===== config.mk =====
export PLATFORM = sky130hd
export DESIGN_NAME = alu_sched_32
export DESIGN_NICKNAME = d
export VERILOG_FILES = /design/src/rtl/alu_sched_32.sv
export SDC_FILE = /design/constraint.sdc
export NUM_CORES = 1
export LEC_CHECK = 0
export BUFFER_PORTS_ARGS = -buffer_cell sky130_fd_sc_hd__buf_2
export CORE_MARGIN = 5
export CORE_UTILIZATION = 44
export CTS_BUF_LIST = sky130_fd_sc_hd__clkbuf_8
export DETAILED_ROUTE_END_ITERATION = 6
export MAX_ROUTING_LAYER = met4
export PLACE_DENSITY = 0.82
export SETUP_SLACK_MARGIN = 0.02
export SYNTH_ARGS = -nofsm -noshare
export SYNTH_HDL_FRONTEND = slang
export SYNTH_SLANG_ARGS = --single-unit

===== constraint.sdc =====
create_clock -name clk -period 3.6 [get_ports clk]
set_input_delay 0.72 -clock clk [delete_from_list [all_inputs] [get_ports clk]]
set_output_delay 0.72 -clock clk [all_outputs]
set_load 0.01 [all_outputs]

===== src/rtl/alu_sched_32.sv =====
// ---------------------------------------------------------------------------------------------
// alu_sched_32
//
// Purpose:
//   Schedules operations from two requesters onto one shared external 32-bit ALU.
//   Requests are granted round-robin. The granted operands and operation code are
//   latched and driven to the ALU. They stay stable for the operation's execution
//   time, which is MULDIV_LAT cycles for multiply/divide/modulo and 1 cycle otherwise.
//   The ALU result is captured and offered as a response with a valid/ready handshake.
//   Only one operation is in flight at a time.
//
// Parameters:
//   MULDIV_LAT  execution cycles for Cond 4'b0010/4'b0011/4'b0100 (legal range 1..15)
//
// Optional feature (macro ALU_SCHED_DIVZERO_EN):
//   Defined     - divide/modulo with a zero divisor skips execution and responds with
//                 rsp_Z = 32'hFFFFFFFF and rsp_err = 1.
//   Not defined - no zero check is made and rsp_err is tied to 0.
//
// Ports:
//   clk, rst_n                 clock; asynchronous active-low reset
//   req0_valid / req0_ready    requester 0 handshake (ready is combinational in IDLE)
//   req0_A, req0_B, req0_Cond  requester 0 operands and operation code
//   req1_*                     same for requester 1
//   alu_A, alu_B, alu_Cond     latched operands/opcode to the shared ALU
//   alu_Z                      combinational ALU result
//   rsp_valid / rsp_ready      response handshake
//   rsp_Z, rsp_id, rsp_err     result, issuing requester, error flag
// ---------------------------------------------------------------------------------------------
module alu_sched_32 #(
    parameter int unsigned MULDIV_LAT = 4
) (
    input  logic        clk,
    input  logic        rst_n,

    input  logic        req0_valid,
    output logic        req0_ready,
    input  logic [31:0] req0_A,
    input  logic [31:0] req0_B,
    input  logic [3:0]  req0_Cond,

    input  logic        req1_valid,
    output logic        req1_ready,
    input  logic [31:0] req1_A,
    input  logic [31:0] req1_B,
    input  logic [3:0]  req1_Cond,

    output logic [31:0] alu_A,
    output logic [31:0] alu_B,
    output logic [3:0]  alu_Cond,
    input  logic [31:0] alu_Z,

    output logic        rsp_valid,
    input  logic        rsp_ready,
    output logic [31:0] rsp_Z,
    output logic        rsp_id,
    output logic        rsp_err
);

    // Counter reload value for the long operations (EXEC length minus one).
    localparam logic [3:0] MdCntInit = 4'(MULDIV_LAT - 1);

    localparam logic [3:0] CondMul = 4'b0010;
    localparam logic [3:0] CondDiv = 4'b0011;
    localparam logic [3:0] CondMod = 4'b0100;

    typedef enum logic [1:0] {
        StIdle,
        StExec,
        StResp
    } state_e;

    state_e      state_q, state_d;

    logic        last_q;      // requester granted most recently
    logic        id_q;        // requester of the operation in flight
    logic [3:0]  cnt_q;       // remaining EXEC cycles minus one
    logic [31:0] a_q;
    logic [31:0] b_q;
    logic [3:0]  cond_q;
    logic [31:0] rsp_z_q;
    logic        rsp_id_q;

    logic        grant0;
    logic        grant1;
    logic        grant;
    logic [31:0] sel_a;
    logic [31:0] sel_b;
    logic [3:0]  sel_cond;
    logic [3:0]  sel_cnt;
    logic        div_zero;
    logic        exec_done;

    // -----------------------------------------------------------------------------------------
    // Arbitration and operand selection
    // -----------------------------------------------------------------------------------------
    // Grants are gated with rst_n so no request appears accepted while reset holds the FSM.
    always_comb begin
        grant0 = 1'b0;
        grant1 = 1'b0;
        if (rst_n && (state_q == StIdle)) begin
            // On a tie the requester that did not win last time takes it.
            if (req0_valid && (!req1_valid || last_q)) begin
                grant0 = 1'b1;
            end else if (req1_valid) begin
                grant1 = 1'b1;
            end
        end
    end

    assign grant = grant0 | grant1;

    always_comb begin
        sel_a    = req0_A;
        sel_b    = req0_B;
        sel_cond = req0_Cond;
        if (grant1) begin
            sel_a    = req1_A;
            sel_b    = req1_B;
            sel_cond = req1_Cond;
        end
    end

    always_comb begin
        sel_cnt = 4'd0;
        if ((sel_cond == CondMul) || (sel_cond == CondDiv) || (sel_cond == CondMod)) begin
            sel_cnt = MdCntInit;
        end
    end

`ifdef ALU_SCHED_DIVZERO_EN
    assign div_zero = ((cond_q == CondDiv) || (cond_q == CondMod)) && (b_q == 32'd0);
`else
    assign div_zero = 1'b0;
`endif

    // A zero-divisor operation leaves EXEC on its first cycle regardless of the counter.
    assign exec_done = (state_q == StExec) && ((cnt_q == 4'd0) || div_zero);

    // -----------------------------------------------------------------------------------------
    // FSM: state register
    // -----------------------------------------------------------------------------------------
    always_ff @(posedge clk or negedge rst_n) begin
        if (!rst_n) begin
            state_q <= StIdle;
        end else begin
            state_q <= state_d;
        end
    end

    // -----------------------------------------------------------------------------------------
    // FSM: next state
    // -----------------------------------------------------------------------------------------
    always_comb begin
        state_d = state_q;
        unique case (state_q)
            StIdle: begin
                if (grant) begin
                    state_d = StExec;
                end
            end
            StExec: begin
                if (exec_done) begin
                    state_d = StResp;
                end
            end
            StResp: begin
                if (rsp_ready) begin
                    state_d = StIdle;
                end
            end
            default: state_d = StIdle;
        endcase
    end

    // -----------------------------------------------------------------------------------------
    // FSM: outputs
    // -----------------------------------------------------------------------------------------
    always_comb begin
        req0_ready = grant0;
        req1_ready = grant1;
        rsp_valid  = (state_q == StResp);
    end

    // -----------------------------------------------------------------------------------------
    // Datapath registers
    // -----------------------------------------------------------------------------------------
    always_ff @(posedge clk or negedge rst_n) begin
        if (!rst_n) begin
            last_q   <= 1'b1;
            id_q     <= 1'b0;
            cnt_q    <= 4'd0;
            a_q      <= 32'd0;
            b_q      <= 32'd0;
            cond_q   <= 4'd0;
            rsp_z_q  <= 32'd0;
            rsp_id_q <= 1'b0;
        end else if (grant) begin
            a_q    <= sel_a;
            b_q    <= sel_b;
            cond_q <= sel_cond;
            id_q   <= grant1;
            last_q <= grant1;
            cnt_q  <= sel_cnt;
        end else if (state_q == StExec) begin
            if (exec_done) begin
                rsp_z_q  <= div_zero ? 32'hFFFF_FFFF : alu_Z;
                rsp_id_q <= id_q;
                cnt_q    <= 4'd0;
            end else begin
                cnt_q <= cnt_q - 4'd1;
            end
        end
    end

`ifdef ALU_SCHED_DIVZERO_EN
    logic rsp_err_q;

    always_ff @(posedge clk or negedge rst_n) begin
        if (!rst_n) begin
            rsp_err_q <= 1'b0;
        end else if (exec_done) begin
            rsp_err_q <= div_zero;
        end
    end

    assign rsp_err = rsp_err_q;
`else
    assign rsp_err = 1'b0;
`endif

    // Operands stay on the ALU from the grant edge until the next grant.
    assign alu_A    = a_q;
    assign alu_B    = b_q;
    assign alu_Cond = cond_q;

    assign rsp_Z  = rsp_z_q;
    assign rsp_id = rsp_id_q;

endmodule


==> results.json, run 1 <==
{
  "layout_setup_ws_ps": 1210,
  "clk-insertion-delay-late_ps": 350,
  "detail-route-antenna-nets": 0,
  "grt_overflow": 0,
  "place.gp.congestion": 0.852,
  "via_per_inst": 5.35,
  "cap_violations": 0,
  "h-tree-depth": 3,
  "dp_cells": 743,
  "die_height_um": 111,
  "finalNetCount": 792,
  "cp_max_fo": 9,
  "setup_tns_ps": 0,
  "top_level_ports": 278,
  "max_stage_delay_ps": 450,
  "vias": 4060,
  "yosysMostFrequentCell": "dfrtp_1",
  "rows": 37,
  "ys_seq_area_frac": 0.605,
  "worstPathRequired_ps": 2880,
  "path_cells": "nor3b_4 -> nor3b_4 -> buf_2",
  "min_period_ps": 2390,
  "final.setup_skew_ps": 7.61,
  "post_cts_buffers": 0,
  "grt_pass1_vias": 4074,
  "status": "finished, violations left",
  "dpl-instance-area_sq_um": 5960,
  "worst_pin_slew_ps": 1060,
  "setup_violations": 0,
  "dieArea_sq_um": 12400,
  "critPathMostFrequentCell": "nor3b_4",
  "cts_tree": "done",
  "cts_buffers": 9,
  "pre_cts_ws_ps": 1050,
  "worstSetupEndpointType": "output pin",
  "slew_viol_final": 0,
  "slew_headroom": 0.293,
  "cts_resized": 0,
  "cp_slowest_cell": "dfrtp_1",
  "wl_um": 12900,
  "synth_top_family_by_area": "compound AO/OA/AOI/OAI gates",
  "syn_area_sq_um": 4510,
  "grt_pass1_wl_um": 20400,
  "synthCells": 352,
  "path_clk_slew_ps": 90,
  "root_buffer": "clkbuf_8",
  "postSynth.asyncResetShare": 1.00,
  "vdd_drop_max_uv": 448,
  "avgRoutedWirePerCell_um": 17.1,
  "crit_arrival_ps": 1670,
  "yosys.area_share.xor_xnor": 0.00194,
  "grt_max_degree": 69,
  "hold_viol_final": 0,
  "cts_sinks": 109,
  "violations": "design-rule violations",
  "antenna_found_initial": 0,
  "drt_iter0_markers": 667,
  "ys_seq_elements": 109,
  "max_freq_mhz": 419,
  "final_area_sq_um": 6150,
  "antennaDiodeCount": 0,
  "drive_gt1_frac": 0.543,
  "hold_class": "input pin to async pin",
  "die_x_um": 111,
  "finalCritPeriodShare": 0.663,
  "track_usage": 0.207,
  "synth_area_leader_cell": "dfrtp_1",
  "critPathLaunchType": "flip-flop",
  "cp_top_family": "simple AND/OR/NAND/NOR gates",
  "dp_hpwl_um": 9820,
  "synth_area_leaders": "dfrtp_1, a222oi_1, mux2_2",
  "core_area_sq_um": 10100,
  "hold_ws_ps": 448,
  "powerDensity_nw_per_um2": 809,
  "cts_buffer_depth": 2,
  "post_synth_num_cell_types": 36,
  "synth_common_cells": "dfrtp_1, inv_1, a222oi_1",
  "synth_compound_area_frac": 0.169,
  "hold_buffers": 0,
  "port_buffers": 276,
  "syn_area_per_cell_sq_um": 12.8,
  "synth_top_area_share": 0.600,
  "fin_cells": 759,
  "synth_simple_gate_area_frac": 0.0339,
  "syn2layout_area_growth_pct": 36.4,
  "dr.pass1.iters": 7,
  "synth_adder_area_share": 0.00278,
  "synth-main-ff-cell": "dfrtp_1",
  "path_buf_inv": 1,
  "start_util": 0.445,
  "drc": 12,
  "synthesis.nets": 526,
  "synthMuxAreaShare": 0.0916,
  "worstSetupPathType": "flip-flop to output pin",
  "synth.yosys.warnings": 0,
  "p_leak_nw": 3.51,
  "synth_edf_count": 0,
  "rsz0062_at_grt": "no"
}
-- logic make-up after synthesis --
family                     after synthesis
and+or+nand+nor                         25
DFF                                    109
buffers and inverters                   96
adders and majority gates                1
xor gates and xnor gates                 1
AOI/OAI and AO/OA                       82
muxes                                   37
other                                    1
-- worst register-to-register path, stage by stage (launching register included) --
cell and delay (ps):
dfrtp_1 450, nor3b_4 440, nor2b_4 240, buf_4 560
mux2i_1 290, o21ai_1 80
-- worst paths after layout --
| check | from | end | slack, ps | depth (start not counted) |
|---|---|---|---|---|
| setup / recovery | state_q[0] | req0_ready | 1210 | 3 |
| hold / removal | rst_n | rsp_Z[27] | 450 | 2 |
| setup reg to reg | state_q[0] | alu_Cond[1] | 1400 | 5 |
| hold reg to reg | alu_B[14] | alu_B[14] | 490 | 2 |
| max in group asynchronous | rst_n | alu_A[13] | 1950 | 3 |
| min in group clk | alu_B[14] | alu_B[14] | 490 | 2 |
-- sequential cells by signal, indices dropped and copies added (netlist names) --
register / count
alu_A: 32
alu_B: 32
alu_Cond: 4
cnt_q: 4
id_q: 1
last_q: 1
rsp_Z: 32
rsp_id: 1
state_q: 2
-- placed cells by master (no fill, tap or decap), drive strengths merged, types with 2 or more instances in the layout --
cell / netlist / routed
nor3b: 2 / 2
inv: 69 / 70
dfrtp: 108 / 108
a21oi: 2 / 2
a222oi: 64 / 64
nand2b: 4 / 4
buf: 20 / 282
o211ai: 2 / 2
clkbuf: 7 / 10
clkinv: 0 / 4
nor2: 3 / 3
o21ai: 7 / 7
mux2: 34 / 34
nand3b: 2 / 2
nor2b: 2 / 2
mux2i: 3 / 3
nand2: 8 / 8
-- report_power, final --
| group | switching, W | internal (W) |
|---|---|---|
| clock network | 0.000378 | 0.000334 |
| registers | 0.000325 | 0.00182 |
| logic | 0.00111 | 0.00101 |
| total | 0.00182 | 0.00316 |
-- per-layer routing --
metal | GRT usage | wire (um) | share of wire
met5 | - | 0 | 0
met4 | 0.0624 | 141 | 0.011
met3 | 0.0562 | 1210 | 0.093
met2 | 0.341 | 6600 | 0.51
met1 | 0.251 | 5000 | 0.39
-- per-stage QoR --
stage | power (W) | util
after floorplan | 0.00338 | -
after global placement | 0.00420 | 0.588
after detailed placement | 0.00431 | 0.588
after CTS | 0.00504 | 0.607
after global routing | 0.00535 | 0.607
final | 0.00497 | 0.607
-- layout make-up --
| class | instances | area (sq um) |
|---|---|---|
| fill | 825 | 3990 |
| sequential | 109 | 2730 |
| timing repair buffer | 282 | 1430 |
| multi-input combinational | 147 | 1370 |
| inverter | 69 | 259 |
| tap | 136 | 170 |
| clock buffer | 10 | 138 |
| clock inverter | 6 | 53.8 |
Note: power is estimated with default switching activity, not from simulation.
==> inputs of run 2 (changes only) <==
ABC_AREA = 1   (was not set)
CORE_UTILIZATION = 41   (was 44)
PLACE_DENSITY = 0.78   (was 0.82)
clock period = 2 ns   (was 3.6 ns; I/O delays follow)
==> results.json, run 2 <==
{
  "status": "finished clean",
  "rows": 39,
  "final.setup_skew_ps": 15.4,
  "critPathLaunchType": "flip-flop",
  "setup_tns_ps": 0,
  "synth_top_area_share": 0.558,
  "ff2ff_setup_slack_ps": 340,
  "port_buffers": 276,
  "synthCells": 576,
  "grt_max_degree": 110,
  "core_area_sq_um": 11500,
  "finalCritPeriodShare": 0.937,
  "powerDensity_nw_per_um2": 1420,
  "setup_violations": 0,
  "worstSetupPathType": "flip-flop to output pin",
  "r2r_cells": 7,
  "vdd_drop_max_uv": 538,
  "p_switching_w": 0.00368,
  "final_core_util": 0.567,
  "dp_cells": 971,
  "detail-route-antenna-nets": 0,
  "num-fill-cells": 1062,
  "ys_seq_elements": 109,
  "combPwrFrac": 0.426,
  "grt_overflow": 0,
  "cts_buffer_depth": 2,
  "max_freq_mhz": 534,
  "cts_sinks": 109,
  "post_cts_buffers": 0,
  "synthesis.nets": 750,
  "synth.yosys.warnings": 0,
  "syn_area_sq_um": 4850,
  "p_clk_frac": 0.161,
  "vias": 4838,
  "hold_class": "input pin to async pin",
  "power.total_w": 0.00925,
  "syn_area_per_cell_sq_um": 8.41,
  "worstPathRequired_ps": 1600,
  "most-common-layout-cells": "buf_2, nand2_1, nand3_1",
  "synth-main-ff-cell": "dfrtp_1",
  "cp_max_fo": 8,
  "finalNetCount": 1013,
  "p_sw_frac": 0.398,
  "drive_gt1_frac": 0.377,
  "die_height_um": 119,
  "syn2layout_area_growth_pct": 34.7,
  "p_leak_nw": 3.71,
  "internal_power_w": 0.00557,
  "die_x_um": 119,
  "layout_commonest_cell": "buf_2",
  "wl_um": 14600,
  "pre_cts_ws_ps": 349,
  "fin_cells": 988,
  "cts_resized": 0,
  "r2r-end": "rsp_Z[24]",
  "crit_arrival_ps": 1470,
  "h-tree-depth": 3,
  "rsz0062_at_grt": "no",
  "dr.pass1.iters": 5,
  "hold_viol_final": 0,
  "start_util": 0.421,
  "synth_common_cells": "nand2_1, nand3_1, dfrtp_1",
  "synth_edf_count": 0,
  "worst_pin_slew_ps": 609,
  "min_period_ps": 1870,
  "yosysMostFrequentCell": "nand2_1",
  "dieArea_sq_um": 14100,
  "post_synth_num_cell_types": 28,
  "cap_violations": 0,
  "pwr-share-seq": 0.413,
  "r2r-start": "cnt_q[0]",
  "synth_area_leaders": "dfrtp_1, nand2_1, nand3_1",
  "via_per_inst": 4.90,
  "root_buffer": "clkbuf_8",
  "track_usage": 0.206,
  "cts_buffers": 9,
  "avgRoutedWirePerCell_um": 14.8,
  "drt_iter0_markers": 343,
  "slew_viol_final": 0,
  "clk-insertion-delay-late_ps": 360,
  "hold_buffers": 0,
  "path_clk_slew_ps": 90,
  "slew_headroom": 0.594,
  "drc": 0,
  "grt_pass1_vias": 4742,
  "antenna_found_initial": 1,
  "worstSetupEndpointType": "output pin",
  "cts_tree": "done",
  "postSynth.asyncResetShare": 1.00,
  "ys_seq_area_frac": 0.563,
  "top_level_ports": 278,
  "layout_setup_ws_ps": 126,
  "synth_area_leader_cell": "dfrtp_1",
  "place.gp.congestion": 0.888,
  "dp_hpwl_um": 11000,
  "grt_pass1_wl_um": 23200
}
-- run 2: changes by cell type after synthesis, sizes merged, moves of 3 or more --
cell    previous run  this run
mux2              34         0
nand2b             4         0
a222oi            64         0
clkbuf             7         3
inv               69        17
nand3              1       133
nand2              8       249
buf               20        32
nor2               3        13
mux2i              3         0
a21oi              2         5
-- run 2: per-layer routing --
| metal | part of all wire | GRT usage | vias up |
|---|---|---|---|
| li1 | - | - | 2373 |
| met1 | 0.41 | 0.250 | 2187 |
| met2 | 0.48 | 0.340 | 246 |
| met4 | 0.028 | 0.0797 | 0 |
| met3 | 0.080 | 0.0420 | 32 |
| met5 | 0 | - | - |
-- run 2: cell type report --
cell class	count	area, sq um	share of cell area
Tap cell	143	179	0.0274
Sequential cell	109	2730	0.418
Inverter	17	66.3	0.0102
Clock inverter	6	86.3	0.0132
Multi-Input combinational cell	415	1840	0.281
Timing Repair Buffer	287	1490	0.228
Clock buffer	10	138	0.0211
Antenna cell	1	2.50	0.000383
-- run 2: cells by family (layout without fill, tap and decap cells) --
kind of cell | count (synthesis) | after routing | share of synthesized area
and+or+nand+nor | 396 | 396 | 0.353
DFF | 109 | 109 | 0.563
buffers and inverters | 52 | 320 | 0.0581
AOI/OAI and AO/OA | 16 | 16 | 0.0207
adders and majority gates | 1 | 1 | 0.00258
other | 1 | 2 | 0.000774
xor gates and xnor gates | 1 | 1 | 0.00181
-- run 2: critical path: stages (launching register included) --
cell and delay (ps):
dfrtp_1 430, inv_2 70, nand2_2 80, nor2_8 150
nand2_4 110, inv_2 130, buf_2 150
-- run 2: through the flow --
step	cell area, sq um	hold slack (ps)
after global routing	6530	152
final	6530	85.9
after detailed placement	6300	454
after CTS	6530	128
after global placement	6300	449
after floorplan	4850	104
-- run 2: worst max path at each step --
stage | depth (start not counted) | slack, ps | from | end
after floorplan | 6 | 590 | state_q[0] | req1_ready
after global placement | 6 | 380 | cnt_q[0] | state_q[1]
after detailed placement | 7 | 350 | cnt_q[0] | rsp_Z[24]
after CTS | 6 | 100 | state_q[0] | req1_ready
after global routing | 6 | 30 | state_q[0] | req1_ready
final | 6 | 130 | state_q[0] | req1_ready
-- run 2: power groups by stage --
stage / registers (W) / logic, W / clock network (W)
6_report: 0.00383 / 0.00394 / 0.00149
3_3_place_gp: 0.00385 / 0.00394 / 0
4_1_cts: 0.00383 / 0.00402 / 0.00154
2_1_floorplan: 0.00431 / 0.00185 / 0
3_5_place_dp: 0.00385 / 0.00402 / 0
5_1_grt: 0.00397 / 0.00444 / 0.00161
==> inputs of run 3 (changes only) <==
RECOVER_POWER = 50   (was not set)
==> results.json, run 3 (synthesis gave the netlist of run 2 again) <==
{
  "hold_buffers": 0,
  "post_cts_buffers": 0,
  "hold_class": "input pin to flip-flop",
  "antenna_found_initial": 1,
  "busiest_layer": "met2",
  "drc": 0,
  "critPathMostFrequentCell": "inv_2",
  "start_util": 0.421,
  "p_clk_frac": 0.163,
  "cts_sinks": 109,
  "clk-insertion-delay-late_ps": 360,
  "finalNetCount": 1013,
  "crit_arrival_ps": 1450,
  "worstPathRequired_ps": 1600,
  "hold_ws_ps": 234,
  "cp_slowest_cell": "dfrtp_1",
  "cts_buffer_depth": 2,
  "finalCritPeriodShare": 0.927,
  "dieArea_sq_um": 14100,
  "critPathLaunchType": "flip-flop",
  "slew_viol_final": 51,
  "use_met3": 0.0420,
  "path_cells": "inv_2 -> nand2_2 -> nor2_8 -> nand2_4 -> inv_2 -> buf_2",
  "hold_viol_final": 0,
  "cp_top_family": "flip-flops",
  "powerDensity_nw_per_um2": 1420,
  "p_sw_frac": 0.406,
  "cts_tree": "done",
  "vias": 4832,
  "setup_violations": 0,
  "track_usage": 0.206,
  "worstSetupPathType": "flip-flop to output pin",
  "dr.pass1.iters": 4,
  "dpl-instance-area_sq_um": 6300,
  "top_level_ports": 278,
  "wl_um": 14700,
  "die_height_um": 119,
  "grt_overflow": 0,
  "root_buffer": "clkbuf_8",
  "grt_pass1_wl_um": 23200,
  "worst_pin_slew_ps": 1510,
  "p_switching_w": 0.00371,
  "cap_violations": 0,
  "rows": 39,
  "violations": "max-slew violations",
  "path_clk_slew_ps": 100,
  "vdd_drop_max_uv": 535,
  "detail-route-antenna-nets": 0,
  "p_leak_nw": 3.55,
  "drt_iter0_markers": 313,
  "drive_gt1_frac": 0.316,
  "cp_max_fo": 8,
  "cts_resized": 0,
  "via_per_inst": 4.89,
  "grt_pass1_vias": 4742,
  "pwr-share-seq": 0.421,
  "cts_buffers": 9,
  "min_period_ps": 1850,
  "worstSetupEndpointType": "output pin",
  "internal_power_w": 0.00543,
  "path_buf_inv": 3,
  "status": "finished, violations left",
  "grt_util_met2": 0.340,
  "syn2layout_area_growth_pct": 33.0,
  "place.gp.congestion": 0.888,
  "max_freq_mhz": 540,
  "port_buffers": 276,
  "grt_max_degree": 110,
  "avgRoutedWirePerCell_um": 14.9,
  "final_area_sq_um": 6440,
  "slew_headroom": -0.00713,
  "max_stage_delay_ps": 430,
  "rsz0062_at_grt": "no",
  "gr-usage-met1": 0.250,
  "setup_tns_ps": 0,
  "core_area_sq_um": 11500,
  "dp_hpwl_um": 11000,
  "die_x_um": 119,
  "layout_commonest_cell": "nand2_1",
  "combPwrFrac": 0.416,
  "most-common-layout-cells": "nand2_1, buf_2, nand3_1",
  "h-tree-depth": 3,
  "final.setup_skew_ps": 15.7
}
[run 3: changes by cell type in the layout (fill, tap and decap cells not counted), sizes merged]
cell / change
buf: -52
clkbuf: +52
[run 3: final timing paths]
| path | from | to | slack [ps] | cells after the start |
|---|---|---|---|---|
| setup / recovery | state_q[0] | req1_ready | 150 | 6 |
| min in group asynchronous | rst_n | alu_B[10] | 490 | 2 |
| hold reg to reg | rsp_Z[29] | rsp_Z[29] | 470 | 2 |
| max in group asynchronous | rst_n | rsp_Z[14] | 490 | 2 |
| hold / removal | alu_Z[4] | rsp_Z[4] | 230 | 3 |
| setup reg to reg | last_q | alu_A[27] | 320 | 7 |
[run 3: power groups by stage]
| stage | sequential (W) | clock [W] | combinational [W] |
|---|---|---|---|
| 2_1_floorplan | 0.00431 | 0 | 0.00185 |
| 5_1_grt | 0.00400 | 0.00161 | 0.00431 |
| 3_5_place_dp | 0.00385 | 0 | 0.00402 |
| 4_1_cts | 0.00383 | 0.00154 | 0.00402 |
| 6_report | 0.00385 | 0.00149 | 0.00381 |
| 3_3_place_gp | 0.00385 | 0 | 0.00394 |
[run 3: final cells by class]
class	instances	area (sq um)
fill	1091	5070
inverter	17	66.3
clock inverter	6	86.3
sequential	109	2730
tap	143	179
multi-input combinational	415	1830
antenna	1	2.50
timing repair buffer	287	1420
clock buffer	10	138
[run 3: worst register-to-register path: cells and delay by family (launching register included)]
family,cells,cell delay (ps)
AOI/OAI and AO/OA,1,190
buffers and inverters,2,320
DFF,1,580
and+or+nand+nor,4,480
[run 3: per-stage QoR]
stage	total power, W	utilization	setup slack (ps)	std cells
after CTS	0.00939	0.567	99.9	987
after detailed placement	0.00788	0.547	349	971
after floorplan	0.00616	-	585	576
after global routing	0.00991	0.560	50.4	988
after global placement	0.00779	0.547	376	971
final	0.00914	0.560	146	988
[run 3: routing by layer]
metal	vias to the layer above	routed length [um]
li1	2377	-
met1	2189	6210
met2	236	7050
met3	30	1080
met4	0	403
met5	-	0
